$ cat src/rtl/req_timeout_ctrl.sv
// Request/ack handshake with a per-attempt timeout window, one-cycle gap between retries and bounded retry count.
// All outputs registered; optional sticky failure flag enabled by macro REQ_TIMEOUT_STICKY_ERR_EN.
module req_timeout_ctrl #(
  parameter int MAX_RETRY = 3,
  parameter int SHORT_TO  = 20,
  parameter int LONG_TO   = 40
) (
  input  logic       clk,
  input  logic       rst,
  input  logic       start,
  input  logic       long_to,
  input  logic       ack,
  input  logic       clr_err,
  output logic       req,
  output logic       busy,
  output logic       done,
  output logic       fail,
  output logic [1:0] retry_cnt,
  output logic       err
);

  typedef enum logic [1:0] {
    IDLE = 2'd0,
    REQ  = 2'd1,
    GAP  = 2'd2
  } state_t;

  localparam logic [5:0] SHORT_W = 6'(SHORT_TO);
  localparam logic [5:0] LONG_W  = 6'(LONG_TO);
  localparam logic [1:0] MAX_R   = 2'(MAX_RETRY);

  state_t     state, state_nxt;
  logic [5:0] cnt, cnt_nxt;
  logic [5:0] win, win_nxt;
  logic [1:0] retry_nxt;
  logic       done_nxt, fail_nxt;

  always_comb begin
    state_nxt = state;
    cnt_nxt   = cnt;
    win_nxt   = win;
    retry_nxt = retry_cnt;
    done_nxt  = 1'b0;
    fail_nxt  = 1'b0;
    case (state)
      IDLE: begin
        if (start) begin
          state_nxt = REQ;
          win_nxt   = long_to ? LONG_W : SHORT_W;
          cnt_nxt   = 6'd0;
          retry_nxt = 2'd0;
        end
      end
      REQ: begin
        // an ack on the last window cycle still counts as success
        if (ack) begin
          state_nxt = IDLE;
          done_nxt  = 1'b1;
        end else if (cnt == win - 6'd1) begin
          cnt_nxt = 6'd0;
          if (retry_cnt < MAX_R) begin
            state_nxt = GAP;
            retry_nxt = retry_cnt + 2'd1;
          end else begin
            state_nxt = IDLE;
            fail_nxt  = 1'b1;
          end
        end else begin
          cnt_nxt = cnt + 6'd1;
        end
      end
      GAP: begin
        state_nxt = REQ;
        cnt_nxt   = 6'd0;
      end
      default: state_nxt = IDLE;
    endcase
  end

  always_ff @(posedge clk or posedge rst) begin
    if (rst) begin
      state     <= IDLE;
      cnt       <= 6'd0;
      win       <= SHORT_W;
      retry_cnt <= 2'd0;
      done      <= 1'b0;
      fail      <= 1'b0;
      req       <= 1'b0;
      busy      <= 1'b0;
    end else begin
      state     <= state_nxt;
      cnt       <= cnt_nxt;
      win       <= win_nxt;
      retry_cnt <= retry_nxt;
      done      <= done_nxt;
      fail      <= fail_nxt;
      req       <= (state_nxt == REQ);
      busy      <= (state_nxt != IDLE);
    end
  end

`ifdef REQ_TIMEOUT_STICKY_ERR_EN
  // a new failure wins over a simultaneous clear
  always_ff @(posedge clk or posedge rst) begin
    if (rst)
      err <= 1'b0;
    else if (fail_nxt)
      err <= 1'b1;
    else if (clr_err)
      err <= 1'b0;
  end
`else
  logic unused_clr_err;
  assign unused_clr_err = clr_err;
  assign err = 1'b0;
`endif

endmodule

$ cat config.mk
export PLATFORM = sky130hd
export DESIGN_NAME = req_timeout_ctrl
export DESIGN_NICKNAME = d
export VERILOG_FILES = /design/src/rtl/req_timeout_ctrl.sv
export SDC_FILE = /design/constraint.sdc
export NUM_CORES = 1
export LEC_CHECK = 0
export ABC_CLOCK_PERIOD_IN_PS = 4900
export CAP_MARGIN = 20
export CORE_ASPECT_RATIO = 1.5
export CORE_MARGIN = 5
export CORE_UTILIZATION = 40
export CTS_BUF_LIST = sky130_fd_sc_hd__clkbuf_8
export CTS_CLUSTER_SIZE = 28
export DETAILED_ROUTE_END_ITERATION = 7
export PLACE_DENSITY = 0.74
export SYNTH_ARGS = -nofsm -noshare
export SYNTH_HDL_FRONTEND = slang
export SYNTH_SLANG_ARGS = --single-unit
$ cat constraint.sdc
create_clock -name clk -period 4.9 [get_ports clk]
set_input_delay 1.225 -clock clk [delete_from_list [all_inputs] [get_ports clk]]
set_output_delay 1.225 -clock clk [all_outputs]
set_load 0.05 [all_outputs]
Yosys cells after proc, flatten, opt, wreduce, memory -nomap -nowiden
Index checks and enable logic that the tools add are counted.
{ "op_classes": {"order_cmp": 1, "n_reduce_logical": 7, "n_mux": 21, "add_sub_neg": 3, "n_eq_ne": 8} }
{ "ops": {"columns": ["op", "n"], "rows": [
  ["6-bit two-way mux", 4],
  ["6-bit case mux with 3 select lines", 1],
  ["2-bit two-way mux", 8],
  ["2-bit inequality test (second input constant)", 4],
  ["6-bit by 1-bit adder with 6-bit output (second input constant)", 1],
  ["6-bit equality test", 1],
  ["1-bit two-way mux", 6],
  ["2-bit case mux with 3 select lines", 1],
  ["6-bit by 1-bit subtractor with 6-bit output (second input constant)", 1],
  ["5-bit AND reduction", 1],
  ["2-bit by 1-bit equality test with 1-bit output (second input constant)", 2],
  ["2-bit case mux with 2 select lines", 1],
  ["2-bit nonzero test", 2],
  ["3-bit AND reduction", 1],
  ["3-bit nonzero test", 1],
  ["2-bit by 1-bit adder with 2-bit output (second input constant)", 1],
  ["2-bit equality test (second input constant)", 1],
  ["2-bit zero test", 1],
  ["2-bit < comparator (second input constant)", 1],
  ["2-bit AND reduction", 1]
]} }
{ "totals": {"elab_cells": 48, "out_inout_bits": 7, "reg_bits": 20, "in_bits": 6} }

Depth between registers and ports, before layout
Gate-level depths: netlist of the first run.
{ "logic_depth": {"ltp_word": 6, "mapped_depth": 8, "depth_no_buf": 7} }

Worst setup path before layout of the first run
OpenSTA, ideal clock, no wires.
{ "synth_timing": {"path_type": "input to register", "startpoint": "input port start", "endpoint": "register cnt[2]", "path_stages": 4, "setup_slack_ns": 2.698, "t_arrival_ns": 2.092, "setup_ns": 0.110, "path_buffers": 1, "required_ns": 4.790, "cell_sequence": "o31ai_1 clkbuf_1 o21ai_0 o41ai_1"} }
{ "synth_via": {"elab_chain_len": 2} }
{ "synth_lines": {"columns": ["element", "line", "text"], "rows": [
  ["from (decl)", "10", "input logic start,"],
  ["2-bit inequality test (no line)", null, null],
  ["3-bit AND reduction (no line)", null, null],
  ["to (signal assigned)", "92", "cnt <= cnt_nxt;"],
  ["to (decl)", "33", "logic [5:0] cnt, cnt_nxt;"]
]} }
Every way passes these cells.
A chain may end at the register's enable or synchronous reset.

Worst setup path after layout of the first run
{ "layout_timing": {"startpoint": "register retry_cnt[0]", "endpoint": "output port retry_cnt[0]"} }
{ "layout_lines": {"columns": ["element", "line", "text"], "rows": [
  ["from (decl)", "18", "output logic [1:0] retry_cnt,"],
  ["from (signal assigned)", "94", "retry_cnt <= retry_nxt;"]
]} }
No word-level cell between the ends.

==> results of run 1 <==
logic make-up after synthesis:
logic type	after synthesis	synth area share [%]
simple gates	24	17.6
compound gates	17	14.2
flops	16	48.6
buf+inv	8	4.99
fa+ha+maj	4	6.05
xor+xnor	4	4.24
mux	3	3.93
other cells	1	0.453
synthesized netlist by cell type, types with 2 or more instances:
cell type / number
a21oi_1: 4
and3_1: 2
dfrtp_1: 15
ha_1: 4
inv_1: 5
mux2_2: 2
nand2_1: 6
nand3_1: 2
nor2_1: 3
o21ai_0: 3
o31ai_1: 2
o41ai_1: 2
xnor2_1: 2
xor2_1: 2
metal layers:
layer / vias to the layer above / global-route usage, % / wire (µm) / share of wire [%]
met3: 5 / 1.64 / 43 / 3.0
li1: 292 / - / - / -
met5: - / 0 / 0 / 0
met2: 9 / 18.4 / 739 / 52
met1: 281 / 13.1 / 575 / 41
met4: 0 / 9.34 / 53 / 3.8
tightest hold or removal path, delay by kind of cell (launching register included):
kind	cells	cell delay, ps
AO/OA/AOI/OAI	1	60
AND/OR/NAND/NOR	1	50
flip-flops	1	360
area by class of cell:
class | count | area share, %
clock buffers | 4 | 5.53
inverters | 5 | 1.89
multi-input cells | 53 | 38.6
flip-flops and latches | 16 | 40.4
well taps | 22 | 2.77
repair buffers | 11 | 10.8
where the power goes:
group / internal [mW] / total [mW] / switching [mW] / leakage (nW)
registers: 0.160 / 0.186 / 0.0254 / 0.206
logic: 0.0546 / 0.126 / 0.0709 / 0.243
clock network: 0.0713 / 0.115 / 0.0440 / 0.0288
total: 0.286 / 0.427 / 0.140 / 0.477
through the flow:
stage / worst slack [ps] / util [%] / std cells / instance area, µm²
after floorplan: 2700 / - / 77 / 827
after global placement: 2140 / 46.9 / 107 / 940
after detailed placement: 2100 / 46.9 / 107 / 940
after CTS: 2220 / 49.7 / 111 / 995
after global routing: 2170 / 49.7 / 111 / 995
final: 2240 / 49.7 / 111 / 995
final timing paths:
check                                   from            to  slack [ps]  cells after the start
worst max-delay path            retry_cnt[0]  retry_cnt[0]        2240                      1
worst min-delay path                  cnt[1]        cnt[1]         510                      2
worst max register to register        win[4]  retry_cnt[0]        2930                      7
worst min register to register        cnt[1]        cnt[1]         510                      2
max in group asynchronous                rst        cnt[1]        3180                      2
min in group asynchronous                rst          busy        1340                      2
state kept, by name, summed over array words and instances (netlist names):
signal     count
busy           1
cnt            6
done           1
fail           1
req            1
retry_cnt      2
state          2
win            2
==> impl_metrics.yaml, run 1 <==
outcome:
  outcome: "completed"
clock_network:
  cts_tree: "done"
  cts_setup_buffers: 0
  cts_resized: 0
  cts_made_buffers: 3
  clk_latency_ps: 250
  clk_path_buf_depth: 2
  hold_buffers: 0
  cts.sinks: 16
  clkTransAtPathRegs_ps: 60
  htreeDepth: 1
  cts-root-buf: "clkbuf_8"
pwr:
  pwr_density_cell_nw_per_um2: 429
  leakagePower_nw: 0.477
  ir_worst_vdd_mv: 0.230
  total_power_mw: 0.427
layout:
  nFillCells: 204
  layout.area.seq_um2: 402
  drive_gt1_share_pct: 19.1
  layout_commonest_cell: "dfrtp_1"
  areaGrowthSynthToFinish_pct: 20.3
  layout_common_cells: "dfrtp_1, clkdlybuf4s50_1, nand2_1, inv_1"
  multi_input_area_um2: 384
  final_nets: 100
  diodes: 0
critical_path:
  cp_slowest_cell: "clkdlybuf4s50_1"
  cp.buffers_inverters: 1
  required_ps: 3670
  end_kind: "output pin"
  critical-path-top-delay-family: "buffers and inverters"
  path_cells: "clkdlybuf4s50_1"
  slowest_delay_ps: 820
  cp_data_arrival_time_ps: 1440
  cp-start-kind: "flip-flop"
  cp_max_fo: 3
  worstSetupPathType: "reg -> out"
floorplan:
  dieArea_um2: 3100
  num_io_pins: 13
  fp.dieW_um: 47.1
  rows: 20
  core_um2: 2000
  start_util_pct: 41.3
  die_h_um: 65.7
flow_run:
  maxCapViolCount: 0
timing:
  rsz0062_at_grt: "false"
  tightest_slew_ps: 589
  relSlewSlack_pct: 60.7
  fin_setup_tns_ps: 0
  finalSetupViolCount: 0
  fin_crit_sh_pct: 54.4
  final_hold_viol_count: 0
  hold_slack_ps: 505
  slew_viol_final: 0
  period_needed_ps: 2660
  max_freq_mhz: 375
  fin_worst_skew_ps: 1.80
drt:
  ant_nets: 0
  drt-total-wl_um: 1410
  via_per_inst: 5.29
  vias: 587
  drc: 0
  first_iter_violations: 10
  wl_per_cell_um: 12.7
  drtPass1Iterations: 4
global_routing:
  grt_pass1_vias: 600
  antenna_found_initial: 0
  grt_pass1_wl_um: 2530
  gr-total-overflow: 0
  grt_max_degree: 17
  grt_usage_pct: 11.6
logic_synthesis:
  yosysSeqAreaShare_pct: 48.6
  synth_top_area_share_pct: 45.4
  synth_cell_types: 37
  syn_inst: 77
  synth-seq-cells: 16
  yosysWarnings: 0
  syn_area_um2: 827
  synth_area_per_cell_um2: 10.7
  ys.flop_type: "dfrtp_1"
  synth_enable_flop_cells: 0
  async_flop_share_pct: 100
  yosysTopAreaCell: "dfrtp_1"
  synth_nets: 87
  ys_top_cells_by_area: "dfrtp_1, ha_1, dfstp_2, mux2_2, nand2_1"
place:
  gp_congestion: 0.772
  portBuffers: 10
  dp_hpwl_um: 1090
hold_path:
  hold_class: "reg -> reg"
(Power assumes the default switching activity.)
==> inputs of run 2 (changes only) <==
- ABC_CLOCK_PERIOD_IN_PS: 4900 -> 2500
- clock period: 4.9 -> 2.5 ns (I/O delays scaled with it)
==> run 2 against run 1 <==
Register-to-register slack got worse by 2400 ps. Utilization did not move. Final area did not move. Flip-flop and latch count did not move. Cell count did not move. Sequential power rose by 96%. First-iteration DRC count rose by 100%. Clock power rose by 97%. Sequential share of layout area did not move. Critical path depth rose by 3. Hold slack improved by 0.89 ps. Via count rose by 1.4%.
==> impl_metrics.yaml, run 2 (synthesized netlist as in run 1, its figures left out) <==
outcome:
  outcome: "completed"
critical_path:
  r2r_slack_ps: 520
  cp_max_fo: 9
  worstSetupPathType: "in -> reg"
  end_kind: "flip-flop"
  r2r-start: "win[4]"
  reg2reg_depth: 7
  required_ps: 2640
  startpoint: "start"
  reg2reg_to: "cnt[5]"
  cp-endpoint: "cnt[5]"
  cp-start-kind: "input port"
  cp_data_arrival_time_ps: 2250
clock_network:
  hold_buffers: 0
  cts_resized: 0
  htreeDepth: 1
  cts-root-buf: "clkbuf_8"
  clk_latency_ps: 250
  cts_setup_buffers: 0
  cts.sinks: 16
  cts_made_buffers: 3
  clkTransAtPathRegs_ps: 60
  clk_path_buf_depth: 2
  cts_tree: "done"
place:
  portBuffers: 10
  dp.cells: 107
  gp_congestion: 0.764
  dp_hpwl_um: 1120
timing:
  rsz0062_at_grt: "false"
  tightest_slew_ps: 976
  hold_slack_ps: 506
  period_needed_ps: 2110
  relSlewSlack_pct: 34.4
  slew_viol_final: 0
  fin_crit_sh_pct: 84.4
  fin_worst_skew_ps: 1.73
  fin_setup_tns_ps: 0
  finalSetupViolCount: 0
  max_freq_mhz: 474
  final_hold_viol_count: 0
layout:
  fin_util_pct: 49.7
  layout_commonest_cell: "dfrtp_1"
  areaGrowthSynthToFinish_pct: 20.3
  layout.area.seq_um2: 402
  diodes: 0
  regMostFlops: "cnt"
  final_nets: 100
  fin_cells: 111
  nFillCells: 200
  layout_common_cells: "dfrtp_1, clkdlybuf4s50_1, nand2_1, inv_1"
  largest_reg_flops: 6
  multi_input_area_um2: 384
  drive_gt1_share_pct: 19.1
global_routing:
  grt_pass1_vias: 596
  grt_usage_pct: 11.0
  grt_pass1_wl_um: 2460
  gr-total-overflow: 0
  grt_max_degree: 17
  antenna_found_initial: 0
drt:
  ant_nets: 0
  via_per_inst: 5.36
  drc: 0
  vias: 595
  wl_per_cell_um: 13.0
  drtPass1Iterations: 5
  drt-total-wl_um: 1440
  first_iter_violations: 20
floorplan:
  fp.dieW_um: 47.1
  die_h_um: 65.7
  start_util_pct: 41.3
  dieArea_um2: 3100
  rows: 20
  num_io_pins: 13
  core_um2: 2000
pwr:
  pwr_density_cell_nw_per_um2: 843
  leakagePower_nw: 0.477
  total_power_mw: 0.838
  ir_worst_vdd_mv: 0.402
hold_path:
  holdPathStages: 2
  hold_class: "reg -> reg"
flow_run:
  maxCapViolCount: 0
==> run 2: cell counts in the layout (fill, tap and decap cells not counted) <==
Identical to the previous run, type by type.
==> run 2: layer usage <==
layer	GRT usage, %	vias to the layer above	share of wire (%)
li1	-	291	-
met1	12.0	282	40
met2	18.5	19	54
met3	1.64	3	4.1
met4	6.92	0	1.9
met5	0	-	0
==> run 2: worst min path at each step <==
stage | from | to
floorplan | cnt[1] | cnt[1]
global placement | cnt[1] | cnt[1]
detailed placement | cnt[1] | cnt[1]
CTS | cnt[1] | cnt[1]
global route | cnt[1] | cnt[1]
finish | cnt[1] | cnt[1]
==> run 2: critical path, stage by stage <==
cell             delay [ps]
clkdlybuf4s50_1         430
o31ai_1                 800
nor4_1                  110
a211o_1                 290
==> run 2: metrics by stage <==
| step | setup slack (ps) | instance area (µm²) |
|---|---|---|
| floorplan | 618 | 827 |
| global placement | 213 | 940 |
| detailed placement | 151 | 940 |
| CTS | 419 | 995 |
| global route | 315 | 995 |
| finish | 389 | 995 |
==> run 2: final cells by class <==
type	instances	area share (%)
sequential	16	40.4
multi-input combinational	53	38.6
timing repair buffer	11	10.8
clock buffer	4	5.53
tap	22	2.77
inverter	5	1.89
==> run 2: report_power, final <==
group,switching (mW),internal [mW]
clock,0.0865,0.140
sequential,0.0504,0.315
combinational,0.140,0.107
